**config.mk**
```make
export PLATFORM = sky130hd
export DESIGN_NAME = regfile_alu_seq
export DESIGN_NICKNAME = d
export VERILOG_FILES = /design/src/rtl/regfile_alu_seq.sv
export SDC_FILE = /design/constraint.sdc
export NUM_CORES = 1
export LEC_CHECK = 0
export ABC_AREA = 1
export CORE_UTILIZATION = 45
export CTS_CLUSTER_SIZE = 16
export DETAILED_ROUTE_END_ITERATION = 10
export PLACE_DENSITY = 0.7
export SLEW_MARGIN = 30
export SYNTH_ARGS = -nofsm -noshare
export SYNTH_HDL_FRONTEND = slang
export SYNTH_SLANG_ARGS = --single-unit
```
**constraint.sdc**
```tcl
create_clock -name clk_i -period 3.7 [get_ports clk_i]
set_input_delay 0.925 -clock clk_i [delete_from_list [all_inputs] [get_ports clk_i]]
set_output_delay 0.925 -clock clk_i [all_outputs]
set_load 0.01 [all_outputs]
```
**src/rtl/regfile_alu_seq.sv**
```systemverilog
// Parametrised register file with program/load and execute paths over eight ALU ops,
// including an iterative shift-add multiply, behind a go/busy/done handshake.
`timescale 1ns/1ps
module regfile_alu_seq #(
  parameter int DATA_W = 8,
  parameter int REG_AW = 2
) (
  input  logic              clk_i,
  input  logic              rst_i,
  input  logic              program_i,
  input  logic              load_i,
  input  logic              go_i,
  input  logic [REG_AW-1:0] register_i,
  input  logic [REG_AW-1:0] src_i,
  input  logic [DATA_W-1:0] data_i,
  input  logic [2:0]        op_i,
  output logic [DATA_W-1:0] q_o,
  output logic              busy_o,
  output logic              done_o,
  output logic              carry_o,
  output logic              zero_o
);

  localparam int NUM_REGS = 2 ** REG_AW;
  localparam int CNT_W = $clog2(DATA_W);
  localparam logic [CNT_W-1:0] CNT_LAST = CNT_W'(DATA_W - 1);

  typedef enum logic [1:0] {IDLE, EXEC, MUL} state_t;

  state_t              state_q;
  logic [DATA_W-1:0]   regs_q [NUM_REGS];
  logic [2:0]          op_q;
  logic [REG_AW-1:0]   rd_q;
  logic [DATA_W-1:0]   a_q;
  logic [DATA_W-1:0]   b_q;
  logic [2*DATA_W-1:0] prod_q;
  logic [2*DATA_W-1:0] mcand_q;
  logic [CNT_W-1:0]    cnt_q;
  logic [DATA_W-1:0]   q_q;
  logic                done_q;
  logic                carry_q;
  logic                zero_q;

  logic [DATA_W-1:0]   result_d;
  logic                carry_d;
  logic [DATA_W:0]     wide_d;

  // MUL reuses the EXEC write-back: the finished product is selected here once the
  // shift-add loop has handed control over to EXEC.
  always_comb begin
    wide_d   = '0;
    result_d = '0;
    carry_d  = 1'b0;
    case (op_q)
      3'b000: begin
        wide_d   = {1'b0, a_q} + {1'b0, b_q};
        result_d = wide_d[DATA_W-1:0];
        carry_d  = wide_d[DATA_W];
      end
      3'b001: begin
        wide_d   = {1'b0, a_q} - {1'b0, b_q};
        result_d = wide_d[DATA_W-1:0];
        carry_d  = wide_d[DATA_W];
      end
      3'b010: result_d = a_q & b_q;
      3'b011: result_d = a_q | b_q;
      3'b100: result_d = a_q ^ b_q;
      3'b101: begin
        result_d = a_q << 1;
        carry_d  = a_q[DATA_W-1];
      end
      3'b110: begin
        result_d = a_q >> 1;
        carry_d  = a_q[0];
      end
      default: begin
        result_d = prod_q[DATA_W-1:0];
        carry_d  = |prod_q[2*DATA_W-1:DATA_W];
      end
    endcase
  end

  always_ff @(posedge clk_i or posedge rst_i) begin
    if (rst_i) begin
      state_q <= IDLE;
      for (int i = 0; i < NUM_REGS; i++) regs_q[i] <= '0;
      op_q    <= '0;
      rd_q    <= '0;
      a_q     <= '0;
      b_q     <= '0;
      prod_q  <= '0;
      mcand_q <= '0;
      cnt_q   <= '0;
      q_q     <= '0;
      done_q  <= 1'b0;
      carry_q <= 1'b0;
      zero_q  <= 1'b0;
    end else begin
      done_q <= 1'b0;
      case (state_q)
        IDLE: begin
          if (program_i) begin
            if (load_i) begin
              regs_q[register_i] <= data_i;
              q_q                <= data_i;
            end
          end else if (go_i) begin
            op_q    <= op_i;
            rd_q    <= register_i;
            a_q     <= regs_q[register_i];
            b_q     <= regs_q[src_i];
            prod_q  <= '0;
            mcand_q <= {{DATA_W{1'b0}}, regs_q[register_i]};
            cnt_q   <= '0;
            state_q <= (op_i == 3'b111) ? MUL : EXEC;
          end
        end
        MUL: begin
          // One multiplier bit per cycle; b_q is consumed LSB-first.
          if (b_q[0]) prod_q <= prod_q + mcand_q;
          mcand_q <= mcand_q << 1;
          b_q     <= b_q >> 1;
          cnt_q   <= cnt_q + 1'b1;
          if (cnt_q == CNT_LAST) state_q <= EXEC;
        end
        EXEC: begin
          regs_q[rd_q] <= result_d;
          q_q          <= result_d;
          carry_q      <= carry_d;
          zero_q       <= (result_d == '0);
          done_q       <= 1'b1;
          state_q      <= IDLE;
        end
        default: state_q <= IDLE;
      endcase
    end
  end

  assign q_o     = q_q;
  assign busy_o  = (state_q != IDLE);
  assign done_o  = done_q;
  assign carry_o = carry_q;
  assign zero_o  = zero_q;

endmodule
```
==> impl_metrics.py <==
metrics = {
    "clock_tree": {
        "cts.reportedPaths.clkPinSlew_ps": 70,
        "insertion_delay_ps": 360,
        "cts_resized": 0,
        "root_buffer": "sky130_fd_sc_hd__clkbuf_16",
        "post_cts_hold_buffer_count": 0,
        "numCtsBuffers": 9,
        "post-cts-setup-buffers": 0,
        "cts-root-to-sink-buffers": 2,
        "clkSinkCount": 101,
        "cts_tree": "done",
        "htreeDepth": 3,
    },
    "pwr": {
        "power_frac_comb_pct": 50.5,
        "power_density_nw_per_um2": 762.2,
        "cell_internal_pwr_mw": 3.000,
        "static-leakage-power_nw": 3.664,
        "p_sw_mw": 2.743,
        "power.share.switching_pct": 47.76,
        "max-vdd-ir-drop_uv": 378.9,
        "power.clock.fraction_pct": 16.7,
        "power.total_mw": 5.744,
        "share_seq_of_total_power_pct": 32.8,
    },
    "sta": {
        "min_period_ps": 2890,
        "hold_slack_ps": 486.3,
        "fin_ws_ps": 810.5,
        "finalCritPeriodShare_pct": 78.09,
        "setup_viol": 0,
        "fmaxAchievable_ghz": 0.3461,
        "unrepaired_setup_endpoints_after_global_routing": "no",
        "finClkSkew_ps": 11.38,
        "hold_viol": 0,
        "slew_headroom_pct": 53.59,
        "fin_setup_tns_ps": 0,
        "slew_viol_final": 0,
        "worst_slew_pin_slew_ps": 695.3,
    },
    "setup_path": {
        "worstSetupPathType": "flip-flop to output port",
        "minimum_setup_slack_among_reg_to_reg_paths_ps": 1100,
        "worst-r2r-cell-count": 10,
        "crit_arrival_ps": 1960,
        "worst-path-buf-inv": 2,
        "crit_path_cell_trace": "nor2_1, inv_1, clkdlybuf4s50_1",
        "crit_path_top_delay_cell": "sky130_fd_sc_hd__dfrtp_1",
        "critPathMaxFanout": 10,
        "r2r_start": "state_q[1]$_DFFE_PP0P_",
        "critical_path.endpoint_type": "output port",
        "critical_path.max_stage_delay_ps": 650,
        "required_ps": 2770,
        "crit_family": "buffers and inverters",
        "element_type_at_the_critical_path_start": "flip-flop",
        "worstReg2RegEnd": "prod_q[0]$_DFFE_PP0P_",
    },
    "die": {
        "row_count": 44,
        "design.die.area_um2": 15430,
        "start_util_pct": 46.26,
        "io_pins": 32,
        "die_h_um": 124.2,
        "design.core.area_um2": 14530,
        "die_w_um": 124.2,
    },
    "global_routing": {
        "maximum_number_of_pins_on_one_net_before_global_route_repair": 61,
        "grt_antenna_before_repair": 0,
        "grt_use_total_pct": 25.66,
        "grt.overflow.total": 0,
        "grt_first_pass_wirelength_um": 31660,
        "first_global_vias": 6087,
    },
    "layout": {
        "final_net_count": 1007,
        "layout.cells.most_common": "sky130_fd_sc_hd__nand2_1",
        "number_of_antenna_repair_diodes": 0,
        "post-route-cell-area_um2": 7536,
        "most-common-layout-cells": "175 x sky130_fd_sc_hd__nand2_1, 119 x sky130_fd_sc_hd__inv_1, 101 x sky130_fd_sc_hd__dfrtp_1",
        "drive_above_1_share_pct": 4.857,
        "fillcell_total": 1454,
        "syn_to_final_growth_pct": 12.10,
    },
    "drt": {
        "viasPerCell": 5.699,
        "drt_drc_violations_left": 0,
        "drt_iter0_markers": 649,
        "drt_pass1_iterations": 5,
        "antenna_violating_nets_post_route": 0,
        "dr_total_vias": 6446,
        "route.detailed.wl_per_inst_um": 17.02,
        "drt-total-wl_um": 19250,
    },
    "synth": {
        "syn-num-nets": 981,
        "yosys_warnings": 0,
        "sequential_cell_area_fraction_in_the_yosys_report_pct": 37.60,
        "synth_cell_types": 42,
        "count_of_flip_flops_with_a_built_in_enable_after_synthesis": 0,
        "syn_avg_cell_area_um2": 7.339,
        "synthArstFlopShare_pct": 100.0,
        "synthCells": 916,
        "mapped_cell_area_um2": 6723,
        "synth-main-ff-cell": "sky130_fd_sc_hd__dfrtp_1",
        "synth.ff_latch_count": 101,
    },
    "place": {
        "placedInstanceArea_um2": 7242,
        "detailedPlace.worstSlack_ps": 860.2,
        "gp_congestion": 0.9333,
        "io_buffer_count": 31,
        "place.detailed.hpwl_um": 14510,
    },
    "hold_path": {
        "hold_start": "cnt_q[0]$_DFFE_PP0P_",
        "hold_class": "flip-flop to flip-flop",
        "holdPathStages": 1,
        "worst_min_delay_path_endpoint": "cnt_q[0]$_DFFE_PP0P_",
    },
    "run_status": {
        "result_of_the_run": "completed",
    },
    "run": {
        "drv_cap": 0,
    },
}
-- worst max-delay path by stage --
stage,startpoint,end,cells after the start
detailed placement,program_i,regs_q[22]$_DFFE_PP0P_,7
CTS,state_q[1]$_DFFE_PP0P_,busy_o,3
global placement,register_i[1],regs_q[14]$_DFFE_PP0P_,7
global route,state_q[1]$_DFFE_PP0P_,busy_o,3
floorplan,rst_i,a_q[0]$_DFFE_PP0P_,1
finish,state_q[1]$_DFFE_PP0P_,busy_o,3
-- cells by family after synthesis --
kind of cell	synth area share [%]
buffers and inverters	8.859
adders and majority gates	8.710
and+or+nand+nor	23.62
AOI/OAI and AO/OA	20.83
DFF	37.60
xor gates and xnor gates	0.3909
-- layout make-up --
cell class / count / area [µm²] / area share, %
multi-input combinational: 661 / 3603 / 47.82
clock buffer: 11 / 232.7 / 3.088
timing repair buffer: 41 / 397.9 / 5.280
inverter: 128 / 483.0 / 6.409
tap: 184 / 230.2 / 3.055
clock inverter: 5 / 61.31 / 0.8135
sequential: 101 / 2527 / 33.54
-- metal layers --
| metal | routed length, µm | vias up | track usage (%) |
|---|---|---|---|
| met5 | 0 | - | 0 |
| met4 | 565 | 0 | 9.993 |
| met3 | 1022 | 41 | 2.716 |
| met2 | 8876 | 220 | 41.14 |
| met1 | 8786 | 3040 | 35.57 |
| li1 | - | 3145 | - |
-- Yosys cell counts (all sizes together), types with 3 or more instances --
cell | instances | area share, %
buf | 9 | 0.74
nor3 | 6 | 0.61
o21bai | 3 | 0.33
nand3 | 80 | 6.0
a22oi | 11 | 1.2
nand4 | 12 | 1.1
nor2 | 92 | 5.3
o221ai | 13 | 1.7
a21oi | 77 | 6.0
clkbuf | 17 | 0.97
ha | 42 | 7.8
o211ai | 18 | 2.0
xor2 | 3 | 0.39
o22ai | 21 | 2.0
inv | 127 | 7.1
fa | 3 | 0.89
nand2 | 178 | 10
o21ai | 88 | 6.6
dfrtp | 101 | 38
-- sequential cells by signal, indices dropped and copies added (netlist names), 2 cells and up --
register / flops
state_q: 2
q_o: 8
op_q: 3
regs_q: 32
a_q: 8
rd_q: 2
prod_q: 16
cnt_q: 3
b_q: 8
mcand_q: 16
-- power groups by stage --
| stage | clock, mW | combinational [mW] | sequential, mW |
|---|---|---|---|
| 2_1_floorplan | 0 | 2.03 | 1.76 |
| 4_1_cts | 0.971 | 2.86 | 1.87 |
| 3_5_place_dp | 0 | 2.84 | 1.88 |
| 6_report | 0.959 | 2.90 | 1.89 |
| 5_1_grt | 1.01 | 3.26 | 1.93 |
| 3_3_place_gp | 0 | 2.80 | 1.89 |
-- per-stage QoR --
stage,util [%],instances
6_report,51.85,1131
5_1_grt,51.85,1131
4_1_cts,51.85,1131
3_5_place_dp,49.83,1115
3_3_place_gp,49.83,1115
2_1_floorplan,-,916
No activity file was read; power rests on OpenSTA's default activity.
